### src/rtl/uart_command_decoder.sv
// UART 8N1 receiver that assembles 6-byte packets (command, address, 32-bit data)
// and presents them on registered outputs with a one-cycle done pulse.
`timescale 1ns/1ps
module uart_command_decoder #(
  parameter int CLKS_PER_BIT = 434,
  parameter int TIMEOUT_BITS = 16
) (
  input  logic        clock,
  input  logic        reset,
  input  logic        uart_in,
  output logic [7:0]  o_command,
  output logic [7:0]  o_address,
  output logic [31:0] o_data,
  output logic        o_done
);

  localparam int CNT_W     = $clog2(CLKS_PER_BIT + 1);
  localparam int TO_CYCLES = TIMEOUT_BITS * CLKS_PER_BIT;
  localparam int TO_W      = $clog2(TO_CYCLES + 1);

  localparam logic [CNT_W-1:0] BIT_LAST  = CNT_W'(CLKS_PER_BIT - 1);
  localparam logic [CNT_W-1:0] HALF_LAST = CNT_W'(CLKS_PER_BIT / 2 - 1);
  localparam logic [TO_W-1:0]  TO_LAST   = TO_W'(TO_CYCLES - 1);

  typedef enum logic [1:0] {IDLE, START, DATA, STOP} rx_state_t;
  typedef enum logic [2:0] {CMD, ADDR, D0, D1, D2, D3} stage_t;

  // Input synchronizer: line is idle high, so flops reset to 1
  logic sync_p0, sync_p1;
  logic rx;

  always_ff @(posedge clock or posedge reset) begin
    if (reset) begin
      sync_p0 <= 1'b1;
      sync_p1 <= 1'b1;
    end else begin
      sync_p0 <= uart_in;
      sync_p1 <= sync_p0;
    end
  end

  assign rx = sync_p1;

  // Byte receiver
  rx_state_t        rx_state, rx_state_nxt;
  logic [CNT_W-1:0] clk_cnt, clk_cnt_nxt;
  logic [2:0]       bit_idx, bit_idx_nxt;
  logic [7:0]       shift, shift_nxt;
  logic             byte_vld, frame_err;

  always_ff @(posedge clock or posedge reset) begin
    if (reset) begin
      rx_state <= IDLE;
      clk_cnt  <= '0;
      bit_idx  <= '0;
      shift    <= '0;
    end else begin
      rx_state <= rx_state_nxt;
      clk_cnt  <= clk_cnt_nxt;
      bit_idx  <= bit_idx_nxt;
      shift    <= shift_nxt;
    end
  end

  always_comb begin
    rx_state_nxt = rx_state;
    clk_cnt_nxt  = clk_cnt;
    bit_idx_nxt  = bit_idx;
    shift_nxt    = shift;
    byte_vld     = 1'b0;
    frame_err    = 1'b0;
    case (rx_state)
      IDLE: begin
        clk_cnt_nxt = '0;
        bit_idx_nxt = '0;
        if (!rx) rx_state_nxt = START;
      end
      START: begin
        if (clk_cnt == HALF_LAST) begin
          clk_cnt_nxt  = '0;
          rx_state_nxt = rx ? IDLE : DATA;
        end else begin
          clk_cnt_nxt = clk_cnt + 1'b1;
        end
      end
      DATA: begin
        if (clk_cnt == BIT_LAST) begin
          clk_cnt_nxt = '0;
          shift_nxt   = {rx, shift[7:1]};
          bit_idx_nxt = bit_idx + 3'd1;
          if (bit_idx == 3'd7) rx_state_nxt = STOP;
        end else begin
          clk_cnt_nxt = clk_cnt + 1'b1;
        end
      end
      STOP: begin
        // Returning to IDLE right after the stop sample lets a back-to-back start edge be seen next cycle
        if (clk_cnt == BIT_LAST) begin
          clk_cnt_nxt  = '0;
          rx_state_nxt = IDLE;
          byte_vld     = rx;
          frame_err    = !rx;
        end else begin
          clk_cnt_nxt = clk_cnt + 1'b1;
        end
      end
      default: rx_state_nxt = IDLE;
    endcase
  end

  // Packet counter and inter-byte timeout
  stage_t          stage, stage_nxt;
  logic            cmplt, cmplt_nxt;
  logic [TO_W-1:0] timer, timer_nxt;
  logic            timed_out;

  assign timed_out = (stage != CMD) && (timer == TO_LAST);

  always_ff @(posedge clock or posedge reset) begin
    if (reset) begin
      stage <= CMD;
      cmplt <= 1'b0;
      timer <= '0;
    end else begin
      stage <= stage_nxt;
      cmplt <= cmplt_nxt;
      timer <= timer_nxt;
    end
  end

  always_comb begin
    stage_nxt = stage;
    cmplt_nxt = 1'b0;
    timer_nxt = timer;
    if (cmplt) begin
      stage_nxt = CMD;
    end else if (frame_err) begin
      stage_nxt = CMD;
    end else if (byte_vld) begin
      case (stage)
        CMD:     stage_nxt = ADDR;
        ADDR:    stage_nxt = D0;
        D0:      stage_nxt = D1;
        D1:      stage_nxt = D2;
        D2:      stage_nxt = D3;
        D3:      cmplt_nxt = 1'b1;
        default: stage_nxt = CMD;
      endcase
    end else if (timed_out) begin
      stage_nxt = CMD;
    end
    // Timer restarts at each stop sample and only runs while a partial packet waits for a start bit
    if (stage == CMD || rx_state == DATA || rx_state == STOP) begin
      timer_nxt = '0;
    end else if (timer != TO_LAST) begin
      timer_nxt = timer + 1'b1;
    end
  end

  // Shadow registers and output latch
  logic [7:0]  sh_cmd, sh_addr;
  logic [31:0] sh_data;

  always_ff @(posedge clock or posedge reset) begin
    if (reset) begin
      sh_cmd    <= '0;
      sh_addr   <= '0;
      sh_data   <= '0;
      o_command <= '0;
      o_address <= '0;
      o_data    <= '0;
      o_done    <= 1'b0;
    end else begin
      o_done <= cmplt;
      if (cmplt) begin
        o_command <= sh_cmd;
        o_address <= sh_addr;
        o_data    <= sh_data;
      end
      if (byte_vld) begin
        case (stage)
          CMD:     sh_cmd         <= shift;
          ADDR:    sh_addr        <= shift;
          D0:      sh_data[31:24] <= shift;
          D1:      sh_data[23:16] <= shift;
          D2:      sh_data[15:8]  <= shift;
          D3:      sh_data[7:0]   <= shift;
          default: ;
        endcase
      end
    end
  end

endmodule

### config.mk
export PLATFORM = sky130hd
export DESIGN_NAME = uart_command_decoder
export DESIGN_NICKNAME = d
export VERILOG_FILES = /design/src/rtl/uart_command_decoder.sv
export SDC_FILE = /design/constraint.sdc
export NUM_CORES = 1
export LEC_CHECK = 0
export CORE_MARGIN = 5
export CORE_UTILIZATION = 59
export CTS_BUF_LIST = sky130_fd_sc_hd__clkbuf_8
export DETAILED_ROUTE_END_ITERATION = 10
export PLACE_DENSITY = 0.84
export SLEW_MARGIN = 20
export SYNTH_ARGS = -nofsm -noshare
export SYNTH_HDL_FRONTEND = slang
export SYNTH_SLANG_ARGS = --single-unit
### constraint.sdc
create_clock -name clock -period 5.1 [get_ports clock]
set_input_delay 0.51 -clock clock [delete_from_list [all_inputs] [get_ports clock]]
set_output_delay 0.51 -clock clock [all_outputs]
set_load 0.01 [all_outputs]
==> results of run 1 <==
==> metrics by stage <==
step / cells / utilization / worst slack, ns
6_report: 593 / 0.7170 / 2.682
3_3_place_gp: 561 / 0.6726 / 2.834
4_1_cts: 593 / 0.7167 / 2.652
3_5_place_dp: 561 / 0.6726 / 2.654
2_1_floorplan: 394 / - / 0.8971
5_1_grt: 593 / 0.7170 / 2.462
==> power breakdown <==
part | internal, mW | total (mW) | switching [mW] | leakage [nW]
clock network | 0.459 | 0.894 | 0.436 | 0.203
logic | 0.00275 | 0.0232 | 0.0205 | 1.06
registers | 1.09 | 1.10 | 0.000733 | 1.91
total | 1.56 | 2.01 | 0.457 | 3.16
==> kinds of logic after synthesis <==
kind of cell | synth area share
xor+xnor | 0.02182
compound gates | 0.03363
flops | 0.6151
buf+inv | 0.01737
simple gates | 0.08441
fa+ha+maj | 0.01336
mux | 0.2143
==> layer usage <==
metal / share of wire / vias to the layer above / GRT usage
met5: 0 / - / 0
met4: 0.011 / 0 / 0.06943
met3: 0.048 / 14 / 0.05099
met2: 0.49 / 90 / 0.3104
met1: 0.45 / 1671 / 0.2632
li1: - / 1523 / -
==> critical path, stage by stage, from the launching register on <==
cell and delay, ns:
dfrtp_1 0.40, inv_1 0.10, ha_1 0.24, nand4bb_4 0.18, nor3_1 0.33, nor2b_1 0.64, mux2_2 0.41
==> how the worst min path moves through the flow <==
stage / start / to / slack, ns
after global placement: sync_p0 / rx / 0.35
after detailed placement: sync_p0 / rx / 0.35
after CTS: sync_p0 / rx / 0.36
final: sync_p0 / rx / 0.36
after floorplan: sync_p0 / rx / 0.35
after global routing: sync_p0 / rx / 0.37
==> sequential cells by signal, indices dropped and copies added (netlist names), named ones only <==
name	flops
o_address	8
cmplt	1
o_done	1
stage	3
sync_p0	1
o_data	32
rx_state	1
bit_idx	3
shift	8
sh_addr	8
o_command	8
sh_cmd	8
rx	1
timer	13
clk_cnt	9
sh_data	32
==> layout by cell type, fill, tap and decap left out, drive strengths merged, types with 7 or more instances in the layout <==
| master | netlist | layout |
|---|---|---|
| inv | 7 | 12 |
| dfrtp | 136 | 136 |
| mux2 | 106 | 106 |
| nand2 | 12 | 12 |
| xnor2 | 10 | 10 |
| nor2 | 23 | 23 |
| nor3 | 9 | 9 |
| nand3 | 7 | 7 |
| clkdlybuf4s50 | 0 | 51 |
| clkbuf | 10 | 18 |
==> area by class of cell <==
class / count / area (µm²) / share of cell area
clock buffers: 18 / 247.7 / 0.03722
clock inverters: 14 / 161.4 / 0.02425
well taps: 129 / 161.4 / 0.02425
inverters: 7 / 28.78 / 0.004323
multi-input cells: 233 / 2064 / 0.3102
flip-flops and latches: 138 / 3460 / 0.5197
repair buffers: 54 / 533.0 / 0.08008
==> qor.yml, run 1 <==
place:
  portBuffers: 51
  postPlaceCellArea_mm2: 0.006245
  dp_hpwl_um: 6901
  gp_congestion: 0.7469
hold_path:
  min_path_type: "reg -> reg"
  hold_depth: 0
synthesis:
  synth_edf_count: 0
  synthTopCellsByCount: "dfrtp_1 (136), mux2_2 (105), nor2_1 (23), nand2_1 (12)"
  yosysTopAreaCell: "dfrtp_1"
  synth_cells: 394
  synth_area_mm2: 0.005618
  ys_ff_latch: 138
  yosys_warnings: 0
  async_flop_share: 1.000
  syn_nets: 403
  yosysSeqAreaShare: 0.6151
  synth_cell_types: 44
  yosys.cell_count.top_type: "dfrtp_1"
  synthTopCellsByArea: "dfrtp_1 (61%), mux2_2 (21%), xnor2_1 (1.6%), nor2_1 (1.5%), ha_1 (1.3%)"
  synth_top_area_share: 0.6058
  postSynthAreaPerCell_um2: 14.26
  synth-main-ff-cell: "dfrtp_1"
job:
  max_cap_viol_count: 0
setup_path:
  crit_path_end: "sh_data[19]"
  r2r-start: "clk_cnt[1]"
  rr_endpoint: "sh_data[19]"
  cp_data_required_time_ns: 5.42
  critical_path_class: "reg -> reg"
  worstPathArrival_ns: 2.73
  endpoint_kind: "flop"
  startpoint: "clk_cnt[1]"
  worstPathMaxFanout: 8
  reg2reg_slack_ns: 2.68
  worst_setup_path_start_kind: "flop"
  worstRegToRegCells: 6
pwr:
  power_mw: 2.013
  p_leak_nw: 3.164
  peakVddDrop_v: 0.0001870
  p_per_area_mw_per_mm2: 302.4
route:
  first_pass_iters: 5
  drt_wl_total_um: 10300
  avgRoutedWirePerCell_um: 17.37
  vias: 3298
  postRouteAntennaNets: 0
  first_iter_violations: 145
  drc: 0
  via_per_inst: 5.562
clock_tree:
  holdBufCountCts: 0
  post_cts_buffers: 0
  cts_resized: 0
  root_buffer: "clkbuf_8"
  cts_tree: "done"
  clkTransAtPathRegs_ns: 0.08
  cts_sinks: 138
  cts_buffers: 17
  clk_path_buf_depth: 2
  cts_max_level: 4
  clk_latency_ns: 0.43
die:
  fp.dieW_um: 107.6
  core.rowCount: 35
  die_h_um: 107.6
  initial_core_util: 0.6051
  io_pins: 52
  fp.coreArea_mm2: 0.009284
  dieArea_mm2: 0.01157
layout:
  nets: 460
  n_antenna_cell: 0
  drive_above_1_share: 0.3276
  area_growth_pct: 18.49
  fill_cells: 638
  final_area_mm2: 0.006656
timing:
  holdWs_ns: 0.3643
  finalSetupTns_ns: 0
  rsz0062_at_grt: "false"
  hold_viol_final: 0
  slew-limit-headroom: 0.4901
  report.final.slew_viol_count: 0
  period_needed_ns: 2.418
  worst_slew_pin_slew_ns: 0.7648
  period_share: 0.4740
  fin_worst_skew_ns: 0.01686
  finalSetupViolCount: 0
  fmax_mhz: 413.6
grt:
  antenna_found_initial: 0
  grt_max_degree: 65
  grt_pass1_vias: 3463
  overflow: 0
  grt_pass1_wl_um: 17520
  grt_usage: 0.1959
outcome:
  outcome: "completed"
Note: power is estimated with default switching activity, not from simulation.
==> run 2, diff against run 1 <==
==> constraint.sdc (replaced) <==
create_clock -name clock -period 2.5 [get_ports clock]
set_input_delay 0.25 -clock clock [delete_from_list [all_inputs] [get_ports clock]]
set_output_delay 0.25 -clock clock [all_outputs]
set_load 0.01 [all_outputs]
==> qor.yml, run 2 (synthesized netlist as in run 1, its figures left out) <==
layout:
  n_antenna_cell: 0  # unchanged
  nets: 467  # +1.5%
  fill_cells: 624  # -2.2%
  area_growth_pct: 19.58
  top_regs: "o_data x32, sh_data x32, timer x13"
  layout_common_cells: "dfrtp_1 (135), mux2_2 (105), clkdlybuf4s50_1 (51), nor2_1 (23), clkbuf_8 (17)"
  final_common_cell: "dfrtp_1"
  final_area_mm2: 0.006718  # +0.92%
  drive_above_1_share: 0.3362  # +0.008584
timing:
  fmax_mhz: 451.3  # +9.1%
  slew-limit-headroom: 0.4836  # -0.006486
  report.final.slew_viol_count: 0  # unchanged
  period_needed_ns: 2.216  # -0.2018 ns
  finalSetupTns_ns: 0  # unchanged
  finalSetupViolCount: 0  # unchanged
  worst_slew_pin_slew_ns: 0.7745  # +0.009729 ns
  fin_worst_skew_ns: 0.01167  # -0.005198 ns
  hold_viol_final: 0  # unchanged
  rsz0062_at_grt: "false"
  period_share: 0.8863  # +0.4123
clock_tree:
  post_cts_buffers: 0  # unchanged
  cts_resized: 0  # unchanged
  cts_buffers: 17  # unchanged
  cts_tree: "done"
  clkTransAtPathRegs_ns: 0.08  # about the same
  clk_latency_ns: 0.44  # about the same
  cts_sinks: 138  # unchanged
  clk_path_buf_depth: 2  # unchanged
  cts_max_level: 4  # unchanged
  holdBufCountCts: 0  # unchanged
  root_buffer: "clkbuf_8"
die:
  dieArea_mm2: 0.01157  # unchanged
  initial_core_util: 0.6051  # unchanged
  io_pins: 52  # unchanged
  core.rowCount: 35  # unchanged
  die_h_um: 107.6  # unchanged
  fp.dieW_um: 107.6  # unchanged
  fp.coreArea_mm2: 0.009284  # unchanged
place:
  gp_congestion: 0.7764  # +3.9%
  postPlaceCellArea_mm2: 0.006324  # +1.3%
  dp_hpwl_um: 6920  # +0.28%
  portBuffers: 51  # unchanged
grt:
  antenna_found_initial: 0  # unchanged
  overflow: 0  # unchanged
  grt_max_degree: 74  # +14%
  grt_pass1_wl_um: 18200  # +3.9%
  grt_pass1_vias: 3613  # +4.3%
  grt_usage: 0.2037  # +0.007801
setup_path:
  r2r-start: "clk_cnt[1]"
  startpoint: "clk_cnt[1]"
  cp_cell_sequence: "inv_1 -> ha_1 -> nand4bb_4 -> nor3_1 -> nor2b_1 -> buf_4 -> mux2_2"
  worstPathMaxFanout: 8  # unchanged
  worstPathArrival_ns: 2.54  # -0.19 ns
  slowest_stage: "nor3_1"
  worst_setup_path_start_kind: "flop"
  cp_num_buf_inv: 2  # +1
  critPathTopFamily: "simple AND/OR/NAND/NOR gates"
  cp_data_required_time_ns: 2.82  # -2.60 ns
  critical_path_class: "reg -> reg"
  endpoint_kind: "flop"
  cpPeakStageDelay_ns: 0.43  # -0.21 ns
  worstRegToRegCells: 7  # +1
  rr_endpoint: "sh_data[23]"
  reg2reg_slack_ns: 0.28  # -2.40 ns
route:
  avgRoutedWirePerCell_um: 17.63  # +1.5%
  postRouteAntennaNets: 0  # unchanged
  drc: 0  # unchanged
  vias: 3345  # +1.4%
  first_pass_iters: 5  # unchanged
  first_iter_violations: 120  # -17%
  via_per_inst: 5.584  # +0.41%
  drt_wl_total_um: 10560  # +2.6%
pwr:
  p_per_area_mw_per_mm2: 610.5  # +100%
  p_leak_nw: 3.199  # +1.1%
  peakVddDrop_v: 0.0004069  # +120%
hold_path:
  min_path_type: "in -> async"
job:
  max_cap_viol_count: 0  # unchanged
outcome:
  outcome: "completed"
-- run 2: changes by cell type in the layout (fill, tap and decap cells not counted), moves of 2 or more --
cell and delta:
clkinv_4 -2, buf_4 +5, inv_6 +4, buf_12 +2
-- run 2: worst max path at each step --
stage                        endpoint  slack [ns]  cells past startpoint
after floorplan           rx_state[0]        0.52                      6
after global placement     sh_data[1]        0.43                      6
after detailed placement   sh_data[5]        0.35                      6
after CTS                 sh_data[17]        0.30                      7
after global routing       sh_data[3]        0.18                      6
final                     sh_data[23]        0.28                      7
-- run 2: final cells by class --
cell class	instances	area (µm²)	area share
Timing Repair Buffer	61	610.6	0.09089
Clock buffer	17	234.0	0.03483
Tap cell	129	161.4	0.02403
Inverter	7	30.03	0.004470
Multi-Input combinational cell	233	2064	0.3073
Clock inverter	14	160.2	0.02384
Sequential cell	138	3457	0.5146
-- run 2: metal layers --
layer  routed length (µm)  track usage  part of all wire  vias up
met2                 5302       0.3259              0.50       85
met4                  175      0.07665             0.017        0
met1                 4628       0.2700              0.44     1719
met3                  457      0.05099             0.043       16
li1                     -            -                 -     1525
met5                    0            0                 0        -
-- run 2: stage by stage --
step                        util  hold WS, ns  instances  power, mW  setup WS, ns
after floorplan                -       0.2545        394      2.312        0.5161
after global placement    0.6811       0.3465        568      2.335        0.4321
after detailed placement  0.6811       0.3508        568      2.336        0.3470
after CTS                 0.7236       0.1787        599      4.143        0.3041
after global routing      0.7236       0.2055        599      4.251        0.1782
final                     0.7236       0.1797        599      4.101        0.2842
-- run 2: worst register-to-register path, cell delays in order, from the launching register on --
cell and delay (ns):
dfrtp_1 0.41, inv_1 0.09, ha_1 0.19, nand4bb_4 0.16, nor3_1 0.43, nor2b_1 0.27
buf_4 0.21, mux2_2 0.35
-- run 2: power breakdown --
| group | switching (mW) | internal, mW |
|---|---|---|
| Sequential | 0.00113 | 2.23 |
| Clock | 0.906 | 0.907 |
| Combinational | 0.0436 | 0.0110 |
